### src/rtl/adder_tree_lane_packer_if.sv
// Sample-in / lane-vector-out handshake bundle for the adder-tree packer.
// slave: packer side; master: producer/consumer (bench) side.
interface adder_tree_lane_packer_if #(
  parameter int DATA_WIDTH = 16,
  parameter int LANES      = 16
);
  localparam int CW = $clog2(LANES + 1);

  logic                        in_valid;
  logic [DATA_WIDTH-1:0]       in_data;
  logic                        in_last;
  logic                        in_ready;
  logic                        out_valid;
  logic [LANES*DATA_WIDTH-1:0] out_data;
  logic [CW-1:0]               out_count;
  logic                        out_ready;

  modport slave (
    input  in_valid, in_data, in_last, out_ready,
    output in_ready, out_valid, out_data, out_count
  );

  modport master (
    output in_valid, in_data, in_last, out_ready,
    input  in_ready, out_valid, out_data, out_count
  );
endinterface

### src/rtl/adder_tree_lane_packer.sv
// Packs a 16-bit sample stream into ping-pong buffered lane vectors.
// Ports: clk, reset (async high), bus (slave: in_* stream, out_* vectors).
module adder_tree_lane_packer #(
  parameter int DATA_WIDTH = 16,
  parameter int LANES      = 16
) (
  input logic                     clk,
  input logic                     reset,
  adder_tree_lane_packer_if.slave bus
);
  localparam int CW = $clog2(LANES + 1);
  localparam int IW = $clog2(LANES);
  localparam int VW = LANES * DATA_WIDTH;

  logic [VW-1:0] vbuf [2];
  logic [CW-1:0] vcnt [2];
  logic          fsel;
  logic          dsel;
  logic [IW-1:0] widx;
  logic [1:0]    full_cnt;

  logic ready;
  logic valid;
  logic in_beat;
  logic out_beat;
  logic commit;

  assign ready = !reset && (full_cnt < 2'd2);
  assign valid = (full_cnt != 2'd0);

  assign in_beat  = bus.in_valid && ready;
  assign out_beat = valid && bus.out_ready;
  assign commit   = in_beat &&
                    (bus.in_last || widx == IW'(LANES - 1));

  assign bus.in_ready  = ready;
  assign bus.out_valid = valid;
  assign bus.out_data  = valid ? vbuf[dsel] : '0;
  assign bus.out_count = valid ? vcnt[dsel] : '0;

  // Opening beat rewrites the whole buffer so unused lanes read as zero.
  always_ff @(posedge clk or posedge reset) begin
    if (reset) begin
      vbuf[0] <= '0;
      vbuf[1] <= '0;
      vcnt[0] <= '0;
      vcnt[1] <= '0;
    end else if (in_beat) begin
      if (widx == '0)
        vbuf[fsel] <= VW'(bus.in_data);
      else
        vbuf[fsel][widx*DATA_WIDTH +: DATA_WIDTH] <= bus.in_data;
      if (commit)
        vcnt[fsel] <= CW'(widx) + 1'b1;
    end
  end

  always_ff @(posedge clk or posedge reset) begin
    if (reset) begin
      fsel     <= 1'b0;
      dsel     <= 1'b0;
      widx     <= '0;
      full_cnt <= 2'd0;
    end else begin
      if (commit) begin
        fsel <= !fsel;
        widx <= '0;
      end else if (in_beat) begin
        widx <= widx + 1'b1;
      end
      if (out_beat)
        dsel <= !dsel;
      unique case (1'b1)
        commit && !out_beat: full_cnt <= full_cnt + 2'd1;
        !commit && out_beat: full_cnt <= full_cnt - 2'd1;
        default:             full_cnt <= full_cnt;
      endcase
    end
  end
endmodule

### src/flat_wrapper.sv
// flat-port wrapper written by rule: the top's interface ports become plain ports
module adder_tree_lane_packer_flat 
#(
  parameter int DATA_WIDTH = 16,
  parameter int LANES      = 16
)
  (clk, reset, bus_in_valid, bus_in_data, bus_in_last, bus_out_ready, bus_in_ready, bus_out_valid, bus_out_data, bus_out_count);
  adder_tree_lane_packer_if #(.DATA_WIDTH(DATA_WIDTH), .LANES(LANES)) bus_i ();
  input logic clk;
  input logic reset;
  input wire logic [$bits(bus_i.in_valid)-1:0] bus_in_valid;
  input wire logic [$bits(bus_i.in_data)-1:0] bus_in_data;
  input wire logic [$bits(bus_i.in_last)-1:0] bus_in_last;
  input wire logic [$bits(bus_i.out_ready)-1:0] bus_out_ready;
  output wire logic [$bits(bus_i.in_ready)-1:0] bus_in_ready;
  output wire logic [$bits(bus_i.out_valid)-1:0] bus_out_valid;
  output wire logic [$bits(bus_i.out_data)-1:0] bus_out_data;
  output wire logic [$bits(bus_i.out_count)-1:0] bus_out_count;
  assign bus_i.in_valid = bus_in_valid;
  assign bus_i.in_data = bus_in_data;
  assign bus_i.in_last = bus_in_last;
  assign bus_i.out_ready = bus_out_ready;
  assign bus_in_ready = bus_i.in_ready;
  assign bus_out_valid = bus_i.out_valid;
  assign bus_out_data = bus_i.out_data;
  assign bus_out_count = bus_i.out_count;
  adder_tree_lane_packer #(.DATA_WIDTH(DATA_WIDTH), .LANES(LANES)) u_core (.clk(clk), .reset(reset), .bus(bus_i));
endmodule
### config.mk
export PLATFORM = sky130hd
export DESIGN_NAME = adder_tree_lane_packer_flat
export DESIGN_NICKNAME = d
export VERILOG_FILES = /design/src/rtl/adder_tree_lane_packer_if.sv /design/src/rtl/adder_tree_lane_packer.sv /design/src/flat_wrapper.sv
export SDC_FILE = /design/constraint.sdc
export NUM_CORES = 1
export LEC_CHECK = 0
export BUFFER_PORTS_ARGS = -buffer_cell sky130_fd_sc_hd__buf_2
export CORE_ASPECT_RATIO = 0.6
export CORE_MARGIN = 1
export CORE_UTILIZATION = 40
export DETAILED_ROUTE_END_ITERATION = 8
export PLACE_DENSITY_LB_ADDON = 0.05
export SYNTH_ARGS = -nofsm -noshare
export SYNTH_HDL_FRONTEND = slang
export SYNTH_SLANG_ARGS = --single-unit
### constraint.sdc
create_clock -name clk -period 23.6 [get_ports clk]
set_input_delay 2.36 -clock clk [delete_from_list [all_inputs] [get_ports clk]]
set_output_delay 2.36 -clock clk [all_outputs]
set_load 0.01 [all_outputs]
# [Word-level counts from Yosys, hierarchy flattened]
# Index checks and enable logic that the tools add are counted.
[totals] ff_bits=530 latchBits=0 mem_bits_rw=0 romBits=0 inputBits=21 out_inout_bits=263 word_cells=61 mem_count=0
[op_classes] add_sub_neg=5 mul=0 div=0 order_cmp=4 eq_ne=1 shifts=2 muxes=21 bitwise_logic=2 reduce_logical=18
[op_table] op="two-way mux 256 bit" n=6
[op_table] op="bitwise mux 512 bit" n=2
[op_table] op="demux 256 bit (select 1 bit)" n=2
[op_table] op="two-way mux 512 bit" n=1
[op_table] op="variable shift 16 x 34 -> 256 bit, first input constant" n=1
[op_table] op="indexed part select 16 x 34 -> 256 bit" n=1
[op_table] op="negator 8 -> 34 bit" n=1
[op_table] op="two-way mux 5 bit" n=5
[op_table] op="bitwise mux 10 bit" n=1
[op_table] op="two-way mux 4 bit" n=2
[op_table] op="logical AND 1 bit" n=7
[op_table] op="nonzero test 2 bit" n=3
[op_table] op="adder 4 x 1 -> 5 bit, second input constant" n=1
[op_table] op="demux 5 bit (select 1 bit)" n=1
[op_table] op="logical NOT 1 bit" n=5
[op_table] op="adder 4 x 1 -> 4 bit, second input constant" n=1
[op_table] op="== test 4 bit, second input constant" n=1
[op_table] op=">= comparator 2 bit, second input constant" n=2
[op_table] op="logical NOT 4 bit" n=1
[op_table] op="NOT 1 -> 2 bit" n=2
[op_table] op="case mux 2 bit (2 select lines)" n=1
[op_table] op="adder 2 x 1 -> 2 bit, second input constant" n=1
[op_table] op="< comparator 2 x 1 -> 1 bit, second input constant" n=1
[op_table] op="< comparator 2 bit, second input constant" n=1
[op_table] op="other kinds (3)" n=3

# [Depth between registers and ports, before layout]
# Gate-level depths: netlist of the first run.
[depth] word_depth=7 depth_mapped=12 ltp_nobuf=7

# [Worst setup path after synthesis of the first run]
# Ideal clock, no wire load.
[synth_path] kind="input to output" from="input port reset" to="output port bus_in_ready" arrival_time_ps=2529 required_ps=21240 path_slack_ps=18711 path_stages=1 n_path_buf=0 path_cell_list="nor2_1"
[synth_between] elab_chain_cells=2
[synth_lines] item="start, declared" line="flat_wrapper.sv:10" text="input logic reset;"
[synth_lines] item="logical NOT 1 bit (no line)"
[synth_lines] item="logical AND 1 bit" line="adder_tree_lane_packer.sv:28" text="assign ready = !reset && (full_cnt < 2'd2);"
[synth_lines] item="end, declared" line="flat_wrapper.sv:15" text="output wire logic [$bits(bus_i.in_ready)-1:0] bus_in_ready;"
# No other way between the ends.

# [Worst setup path after layout of the first run]
[layout_path] from="register u_core.dsel" to="output port bus_out_data[224]"
[layout_between] elab_chain_cells=5
[layout_lines] item="start, declared" line="adder_tree_lane_packer.sv:18" text="logic dsel;"
[layout_lines] item="start signal, assigned" line="adder_tree_lane_packer.sv:72" text="dsel <= !dsel;"
[layout_lines] item="NOT 1 -> 2 bit (implied by the code)" line="adder_tree_lane_packer.sv:38" text="assign bus.out_data = valid ? vbuf[dsel] : '0;"
[layout_lines] item="two-way mux 256 bit (implied by the code) (3 in a row)" line="adder_tree_lane_packer.sv:38"
[layout_lines] item="two-way mux 256 bit" line="adder_tree_lane_packer.sv:38"
[layout_lines] item="end, declared" line="flat_wrapper.sv:17" text="output wire logic [$bits(bus_i.out_data)-1:0] bus_out_data;"
# No other way between the ends. The select of a mux whose other input is x is not followed.

==> results of run 1 <==
-- through the flow --
step / power [µW] / cells / hold slack, ns / instance area, µm² / setup slack (ns)
floorplan: 1959 / 2520 / 0.4492 / 26440 / 6.430
global placement: 2378 / 3479 / 0.4616 / 28500 / 18.09
detailed placement: 2402 / 3479 / 0.4702 / 28500 / 18.08
CTS: 3290 / 3571 / 0.4852 / 30270 / 17.43
global route: 3431 / 3572 / 0.4971 / 30270 / 17.24
finish: 3265 / 3572 / 0.4842 / 30270 / 17.45
-- where the power goes --
part | total [µW] | internal [µW] | switching (µW)
Clock | 880 | 506 | 373
Sequential | 1160 | 1050 | 112
Combinational | 1230 | 403 | 824
-- cell type report --
| class | instances | area [µm²] |
|---|---|---|
| Antenna cell | 1 | 2.502 |
| Fill cell | 6125 | 34590 |
| Sequential cell | 530 | 13270 |
| Clock buffer | 83 | 1642 |
| Timing Repair Buffer | 340 | 1869 |
| Clock inverter | 9 | 123.9 |
| Multi-Input combinational cell | 1672 | 11970 |
| Inverter | 86 | 330.3 |
| Tap cell | 851 | 1065 |
-- worst reg2reg max path, cell delays in order (launching register included) --
cell and delay, ns:
dfrtp_1 0.91, nor3_1 0.10, ha_1 0.70, clkinv_1 0.49
a21oi_2 0.49, buf_4 0.39, nand3_1 1.01, mux2i_1 0.50
-- final timing paths --
check | end | slack [ns] | startpoint | cells after the start
max in group asynchronous | u_core.vbuf[57] | 19.28 | reset | 4
hold / removal | u_core.vcnt[9] | 0.48 | u_core.vcnt[9] | 2
hold reg to reg | u_core.vcnt[9] | 0.48 | u_core.vcnt[9] | 2
setup reg to reg | u_core.vbuf[97] | 18.89 | u_core.widx[0] | 7
setup / recovery | bus_out_data[224] | 17.45 | u_core.dsel | 5
min in group asynchronous | u_core.vbuf[278] | 1.98 | reset | 2
-- registers in the layout, summed over array words and instances, names as in the netlist --
name and count:
u_core.full_cnt 2, u_core.vbuf 512, u_core.fsel 1, u_core.vcnt 10, u_core.dsel 1, u_core.widx 4
-- layout by cell type (no fill, tap or decap), drive strengths merged, types with 22 or more instances in the layout --
master / count
buf: 340
mux2: 82
dfrtp: 530
o211ai: 32
mux2i: 469
nand4: 118
o2bb2ai: 63
nand2: 247
a32o: 33
nor2: 287
a22o: 65
nand3: 69
o21ai: 49
inv: 86
or4: 22
clkbuf: 83
and3: 53
nor3: 22
-- logic make-up after synthesis --
logic type / share of synthesized area [%]
muxes: 21.25
buffers and inverters: 5.026
and+or+nand+nor: 15.10
xor gates and xnor gates: 0.2650
adders and majority gates: 0.1893
DFF: 50.17
AOI/OAI and AO/OA: 7.999
-- routing by layer --
layer	up-vias	track usage [%]
li1	9214	-
met4	0	7.569
met5	-	0
met1	10690	38.05
met3	121	4.347
met2	604	38.31
==> impl_metrics.xml, run 1 <==
<?xml version="1.0" encoding="UTF-8"?>
<metrics>
  <group name="outcome">
    <metric name="status" unit="">completed</metric>
  </group>
  <group name="global_routing">
    <metric name="number_of_global_route_vias_before_repair" unit="">20960</metric>
    <metric name="grt_remaining_overflow" unit="">0</metric>
    <metric name="grt_pass1_wl" unit="mm">133.4</metric>
    <metric name="globalRouteTotalUtil" unit="%">25.66</metric>
    <metric name="grt_start_max_net_pins" unit="">149</metric>
    <metric name="grt_antenna_before_repair" unit="">2</metric>
  </group>
  <group name="clock_network">
    <metric name="cts_root_buffer" unit="">clkbuf_16</metric>
    <metric name="clock_sink_total" unit="">530</metric>
    <metric name="cts_hold_buf" unit="">0</metric>
    <metric name="cts.htree.levels" unit="">2</metric>
    <metric name="number_of_cts_inserted_buffers" unit="">53</metric>
    <metric name="count_of_buffers_added_by_post_cts_timing_repair_for_setup" unit="">0</metric>
    <metric name="clkSlewWorstSetupHoldPaths" unit="ns">0.06</metric>
    <metric name="clk_latency" unit="ns">0.62</metric>
    <metric name="cts-resized-gates" unit="">0</metric>
    <metric name="cts.path.max_buffers" unit="">3</metric>
    <metric name="tritoncts" unit="">yes</metric>
  </group>
  <group name="die">
    <metric name="ioPinCount" unit="">284</metric>
    <metric name="start_util" unit="%">40.76</metric>
    <metric name="die_w" unit="µm">333.9</metric>
    <metric name="die_area" unit="µm²">67160</metric>
    <metric name="fp.coreArea" unit="µm²">64860</metric>
    <metric name="core.rowCount" unit="">72</metric>
    <metric name="die_y" unit="µm">201.1</metric>
  </group>
  <group name="critical_path">
    <metric name="timing.critical_path.to_type" unit="">output port</metric>
    <metric name="timing.critical_path.mode_cell" unit="">buf_4</metric>
    <metric name="critPathBufInv" unit="">3</metric>
    <metric name="critPathLaunchType" unit="">flop</metric>
    <metric name="cp_class" unit="">flop to output port</metric>
    <metric name="critical-path-top-delay-family" unit="">buffers and inverters</metric>
    <metric name="timing.critical_path.slowest_stage_cell" unit="">buf_4</metric>
    <metric name="cp_max_fo" unit="">55</metric>
    <metric name="cp.arrival" unit="ns">3.79</metric>
    <metric name="cp_slowest_stage_delay" unit="ns">0.86</metric>
    <metric name="critical_path.cell_chain" unit="">buf_4 &gt; buf_4 &gt; mux2i_1 &gt; nor2_1 &gt; buf_2</metric>
    <metric name="cp_data_required_time" unit="ns">21.24</metric>
  </group>
  <group name="placement">
    <metric name="dp.final_hpwl" unit="mm">53.61</metric>
    <metric name="last_weighted_congestion_value_of_the_routability_driven_placer" unit="">0.8116</metric>
    <metric name="port_buffers" unit="">283</metric>
  </group>
  <group name="sta">
    <metric name="final-setup-viol-count" unit="">0</metric>
    <metric name="fin_setup_tns" unit="ns">0</metric>
    <metric name="final_period_minus_worst_setup_slack" unit="ns">6.153</metric>
    <metric name="timing.fmax" unit="GHz">0.1625</metric>
    <metric name="final_clock_skew" unit="ns">0.01320</metric>
    <metric name="min_period_over_period" unit="%">26.07</metric>
    <metric name="final_hold_vio_count" unit="">0</metric>
    <metric name="worst_margin_slew" unit="ns">1.373</metric>
    <metric name="rsz0062_at_grt" unit="">no</metric>
    <metric name="worst_slew_margin_rel" unit="%">8.438</metric>
    <metric name="timing_max_transition_violations_final" unit="">0</metric>
  </group>
  <group name="detailed_routing">
    <metric name="met3RoutedLength" unit="mm">4.710</metric>
    <metric name="wirelength_met1" unit="mm">41.20</metric>
    <metric name="drcViolationCount" unit="">0</metric>
    <metric name="drt-wirelength-per-cell" unit="µm">24.26</metric>
    <metric name="routed_via_density" unit="">5.774</metric>
    <metric name="dr.max_layer_used" unit="">met4</metric>
    <metric name="first_pass_iters" unit="">5</metric>
    <metric name="drt.antenna.violating_nets" unit="">0</metric>
    <metric name="initial_drt_markers" unit="">1727</metric>
    <metric name="wl" unit="mm">86.66</metric>
    <metric name="dr_wl_met2" unit="mm">38.52</metric>
    <metric name="count_of_vias_placed_by_the_detailed_router" unit="">20630</metric>
  </group>
  <group name="yosys">
    <metric name="yosys.area.top_type" unit="">dfrtp_1</metric>
    <metric name="async_reset_ff_share" unit="%">100.0</metric>
    <metric name="synth.cells.most_frequent" unit="">dfrtp_1 (530), mux2i_1 (469), nor2_1 (287), nand2_1 (247), clkbuf_1 (155)</metric>
    <metric name="synth_area" unit="µm²">26440</metric>
    <metric name="yosys.area.top_type_share" unit="%">50.17</metric>
    <metric name="synth-seq-cells" unit="">530</metric>
    <metric name="number_of_flops_mapped_to_enable_cells_by_yosys" unit="">0</metric>
    <metric name="synth.distinct_cells" unit="">53</metric>
    <metric name="netlist_instances" unit="">2520</metric>
    <metric name="synth.yosys.seq_area_share" unit="%">50.17</metric>
    <metric name="synth_most_common_cell" unit="">dfrtp_1</metric>
    <metric name="yosysWarnings" unit="">0</metric>
    <metric name="ys_top_cells_by_area" unit="">dfrtp_1 (50%), mux2i_1 (18%), nor2_1 (4.1%)</metric>
    <metric name="postSynth.topFlopCell" unit="">dfrtp_1</metric>
    <metric name="mapped_avg_cell_area" unit="µm²">10.49</metric>
    <metric name="postSynthNetCount" unit="">2545</metric>
  </group>
  <group name="power">
    <metric name="power_leakage" unit="µW">0.01540</metric>
    <metric name="vdd.ir_drop.worst" unit="µV">108.7</metric>
    <metric name="power.density_cell_area" unit="nW/µm²">107.9</metric>
  </group>
  <group name="cells_and_area">
    <metric name="fin_nets" unit="">2708</metric>
    <metric name="drive_above_1_share" unit="%">20.00</metric>
    <metric name="area_growth_syn_to_layout" unit="%">14.51</metric>
    <metric name="final_util" unit="%">46.67</metric>
  </group>
  <group name="flow_run">
    <metric name="cap_viol_max_count" unit="">0</metric>
  </group>
  <group name="min_path">
    <metric name="holdCritPathClass" unit="">flop to flop</metric>
  </group>
</metrics>
No activity file was read; power rests on OpenSTA's default activity.
==> run 2: changes to the inputs <==
==> constraint.sdc (replaced) <==
create_clock -name clk -period 6.3 [get_ports clk]
set_input_delay 0.63 -clock clk [delete_from_list [all_inputs] [get_ports clk]]
set_output_delay 0.63 -clock clk [all_outputs]
set_load 0.01 [all_outputs]
==> impl_metrics.xml, run 2 (synthesized netlist as in run 1, its figures left out) <==
<?xml version="1.0" encoding="UTF-8"?>
<metrics>
  <group name="die">
    <metric name="die_w" unit="µm">333.9</metric>
    <metric name="die_y" unit="µm">201.1</metric>
    <metric name="core.rowCount" unit="">72</metric>
    <metric name="ioPinCount" unit="">284</metric>
    <metric name="die_area" unit="µm²">67160</metric>
    <metric name="fp.coreArea" unit="µm²">64860</metric>
    <metric name="start_util" unit="%">40.76</metric>
  </group>
  <group name="sta">
    <metric name="final_period_minus_worst_setup_slack" unit="ns">4.042</metric>
    <metric name="worst_slack" unit="ns">2.258</metric>
    <metric name="min_period_over_period" unit="%">64.17</metric>
    <metric name="holdWs" unit="ns">0.3429</metric>
    <metric name="final-setup-viol-count" unit="">0</metric>
    <metric name="worst_slew_margin_rel" unit="%">22.23</metric>
    <metric name="timing.fmax" unit="GHz">0.2474</metric>
    <metric name="rsz0062_at_grt" unit="">no</metric>
    <metric name="worst_margin_slew" unit="ns">1.167</metric>
    <metric name="final_hold_vio_count" unit="">0</metric>
    <metric name="timing_max_transition_violations_final" unit="">0</metric>
    <metric name="final_clock_skew" unit="ns">0.01703</metric>
  </group>
  <group name="detailed_routing">
    <metric name="first_pass_iters" unit="">6</metric>
    <metric name="drt-wirelength-per-cell" unit="µm">24.13</metric>
    <metric name="routed_via_density" unit="">5.719</metric>
    <metric name="count_of_vias_placed_by_the_detailed_router" unit="">20450</metric>
    <metric name="initial_drt_markers" unit="">1690</metric>
    <metric name="drt.antenna.violating_nets" unit="">0</metric>
    <metric name="wl" unit="mm">86.27</metric>
    <metric name="drcViolationCount" unit="">0</metric>
  </group>
  <group name="cells_and_area">
    <metric name="area_growth_syn_to_layout" unit="%">14.93</metric>
    <metric name="layout.filler_cells" unit="">6136</metric>
    <metric name="multi_input_comb_area" unit="µm²">11990</metric>
    <metric name="final_cell_area" unit="µm²">30380</metric>
    <metric name="n_antenna_cell" unit="">0</metric>
    <metric name="layout_top_registers" unit="">u_core.vbuf: 512 flops, u_core.vcnt: 10 flops, u_core.widx: 4 flops</metric>
    <metric name="final_cell_mix" unit="">dfrtp_1 (529), mux2i_1 (469), nor2_1 (284)</metric>
    <metric name="drive_above_1_share" unit="%">20.15</metric>
    <metric name="seqCellArea" unit="µm²">13270</metric>
    <metric name="final_util" unit="%">46.84</metric>
    <metric name="registers.top_by_ff_count" unit="">u_core.vbuf</metric>
    <metric name="largest_register_ffs" unit="">512</metric>
    <metric name="fin_nets" unit="">2707</metric>
    <metric name="mostFrequentLayoutCell" unit="">dfrtp_1</metric>
  </group>
  <group name="min_path">
    <metric name="holdCritPathClass" unit="">input pin to async pin</metric>
  </group>
  <group name="outcome">
    <metric name="status" unit="">completed</metric>
  </group>
  <group name="critical_path">
    <metric name="cp.arrival" unit="ns">4.54</metric>
    <metric name="critical-path-top-delay-family" unit="">simple AND/OR/NAND/NOR gates</metric>
    <metric name="cp_data_required_time" unit="ns">6.80</metric>
    <metric name="r2r_start" unit="">u_core.widx[0]</metric>
    <metric name="timing.critical_path.to_type" unit="">flop</metric>
    <metric name="timing.critical_path.slowest_stage_cell" unit="">dfrtp_1</metric>
    <metric name="startpoint" unit="">u_core.widx[0]</metric>
    <metric name="cp_max_fo" unit="">26</metric>
    <metric name="cp_slowest_stage_delay" unit="ns">0.82</metric>
    <metric name="critPathLaunchType" unit="">flop</metric>
    <metric name="critPathBufInv" unit="">2</metric>
    <metric name="critical_path.cell_chain" unit="">nor3_1 &gt; ha_1 &gt; clkinv_1 &gt; a21oi_2 &gt; buf_4 &gt; nand4_1 &gt; a32o_1</metric>
    <metric name="cp_class" unit="">flop to flop</metric>
  </group>
  <group name="clock_network">
    <metric name="clock_sink_total" unit="">530</metric>
    <metric name="cts-resized-gates" unit="">0</metric>
    <metric name="clkSlewWorstSetupHoldPaths" unit="ns">0.07</metric>
    <metric name="number_of_cts_inserted_buffers" unit="">53</metric>
    <metric name="clk_latency" unit="ns">0.62</metric>
    <metric name="cts_hold_buf" unit="">0</metric>
    <metric name="cts.path.max_buffers" unit="">3</metric>
    <metric name="count_of_buffers_added_by_post_cts_timing_repair_for_setup" unit="">0</metric>
    <metric name="cts.htree.levels" unit="">2</metric>
    <metric name="tritoncts" unit="">yes</metric>
    <metric name="cts_root_buffer" unit="">clkbuf_16</metric>
  </group>
  <group name="global_routing">
    <metric name="grt_remaining_overflow" unit="">0</metric>
    <metric name="grt_antenna_before_repair" unit="">0</metric>
    <metric name="grt_pass1_wl" unit="mm">132.1</metric>
    <metric name="number_of_global_route_vias_before_repair" unit="">20580</metric>
    <metric name="grt_start_max_net_pins" unit="">199</metric>
    <metric name="globalRouteTotalUtil" unit="%">25.46</metric>
  </group>
  <group name="placement">
    <metric name="placedInstanceArea" unit="µm²">28540</metric>
    <metric name="last_weighted_congestion_value_of_the_routability_driven_placer" unit="">0.8005</metric>
    <metric name="setup_ws_pre_cts" unit="ns">2.380</metric>
    <metric name="port_buffers" unit="">283</metric>
    <metric name="dp.final_hpwl" unit="mm">53.31</metric>
  </group>
  <group name="power">
    <metric name="power_leakage" unit="µW">0.01545</metric>
    <metric name="vdd.ir_drop.worst" unit="µV">472.8</metric>
    <metric name="power.density_cell_area" unit="nW/µm²">405.7</metric>
  </group>
  <group name="flow_run">
    <metric name="cap_viol_max_count" unit="">0</metric>
  </group>
</metrics>
run 2: cell count changes in the layout (fill, tap and decap cells not counted), moves of 2 or more:
cell / change
buf_4: -4
clkinv_2: +4
buf_12: +3
bufinv_16: +2
clkinvlp_4: +2
run 2: worst reg2reg max path, stage by stage (launching register included):
cell and delay (ns):
dfrtp_1 0.82, nor3_1 0.10, ha_1 0.65, clkinv_1 0.43, a21oi_2 0.28, buf_4 0.32, nand4_1 0.75, a32o_1 0.57
run 2: routing by layer:
metal,vias to the layer above,global-route usage [%],routed length [µm]
met5,-,0,0
met4,0,5.750,1624
met3,110,3.498,3836
met2,524,37.85,38580
met1,10580,39.08,42230
li1,9242,-,-
run 2: area by class of cell:
class	instances	area share [%]
sequential	530	43.66
clock inverter	16	0.6960
multi-input combinational	1672	39.45
clock buffer	82	5.358
tap	851	3.505
timing repair buffer	339	6.251
inverter	86	1.075
run 2: through the flow:
| stage | power (µW) | setup TNS (ns) | std cells |
|---|---|---|---|
| 4_1_cts | 12400 | 0 | 3576 |
| 3_3_place_gp | 8869 | 0 | 3478 |
| 6_report | 12320 | 0 | 3576 |
| 5_1_grt | 12970 | 0 | 3576 |
| 3_5_place_dp | 8978 | 0 | 3478 |
| 2_1_floorplan | 7339 | -813.07 | 2520 |
run 2: path summary, 6_finish.rpt:
| kind | to | slack [ns] | cells past startpoint |
|---|---|---|---|
| max | u_core.vbuf[396] | 2.26 | 7 |
| min | u_core.vbuf[15] | 0.34 | 2 |
| max reg2reg | u_core.vbuf[396] | 2.26 | 7 |
| min reg2reg | u_core.vbuf[496] | 0.49 | 1 |
| max in group asynchronous | u_core.vbuf[103] | 4.30 | 3 |
| min in group clk | u_core.widx[3] | 0.37 | 3 |
run 2: report_power, final:
| group | internal (µW) | switching (µW) | total, µW |
|---|---|---|---|
| logic | 1500 | 3040 | 4540 |
| clock network | 1980 | 1430 | 3400 |
| registers | 3920 | 459 | 4380 |
| total | 7400 | 4920 | 12300 |
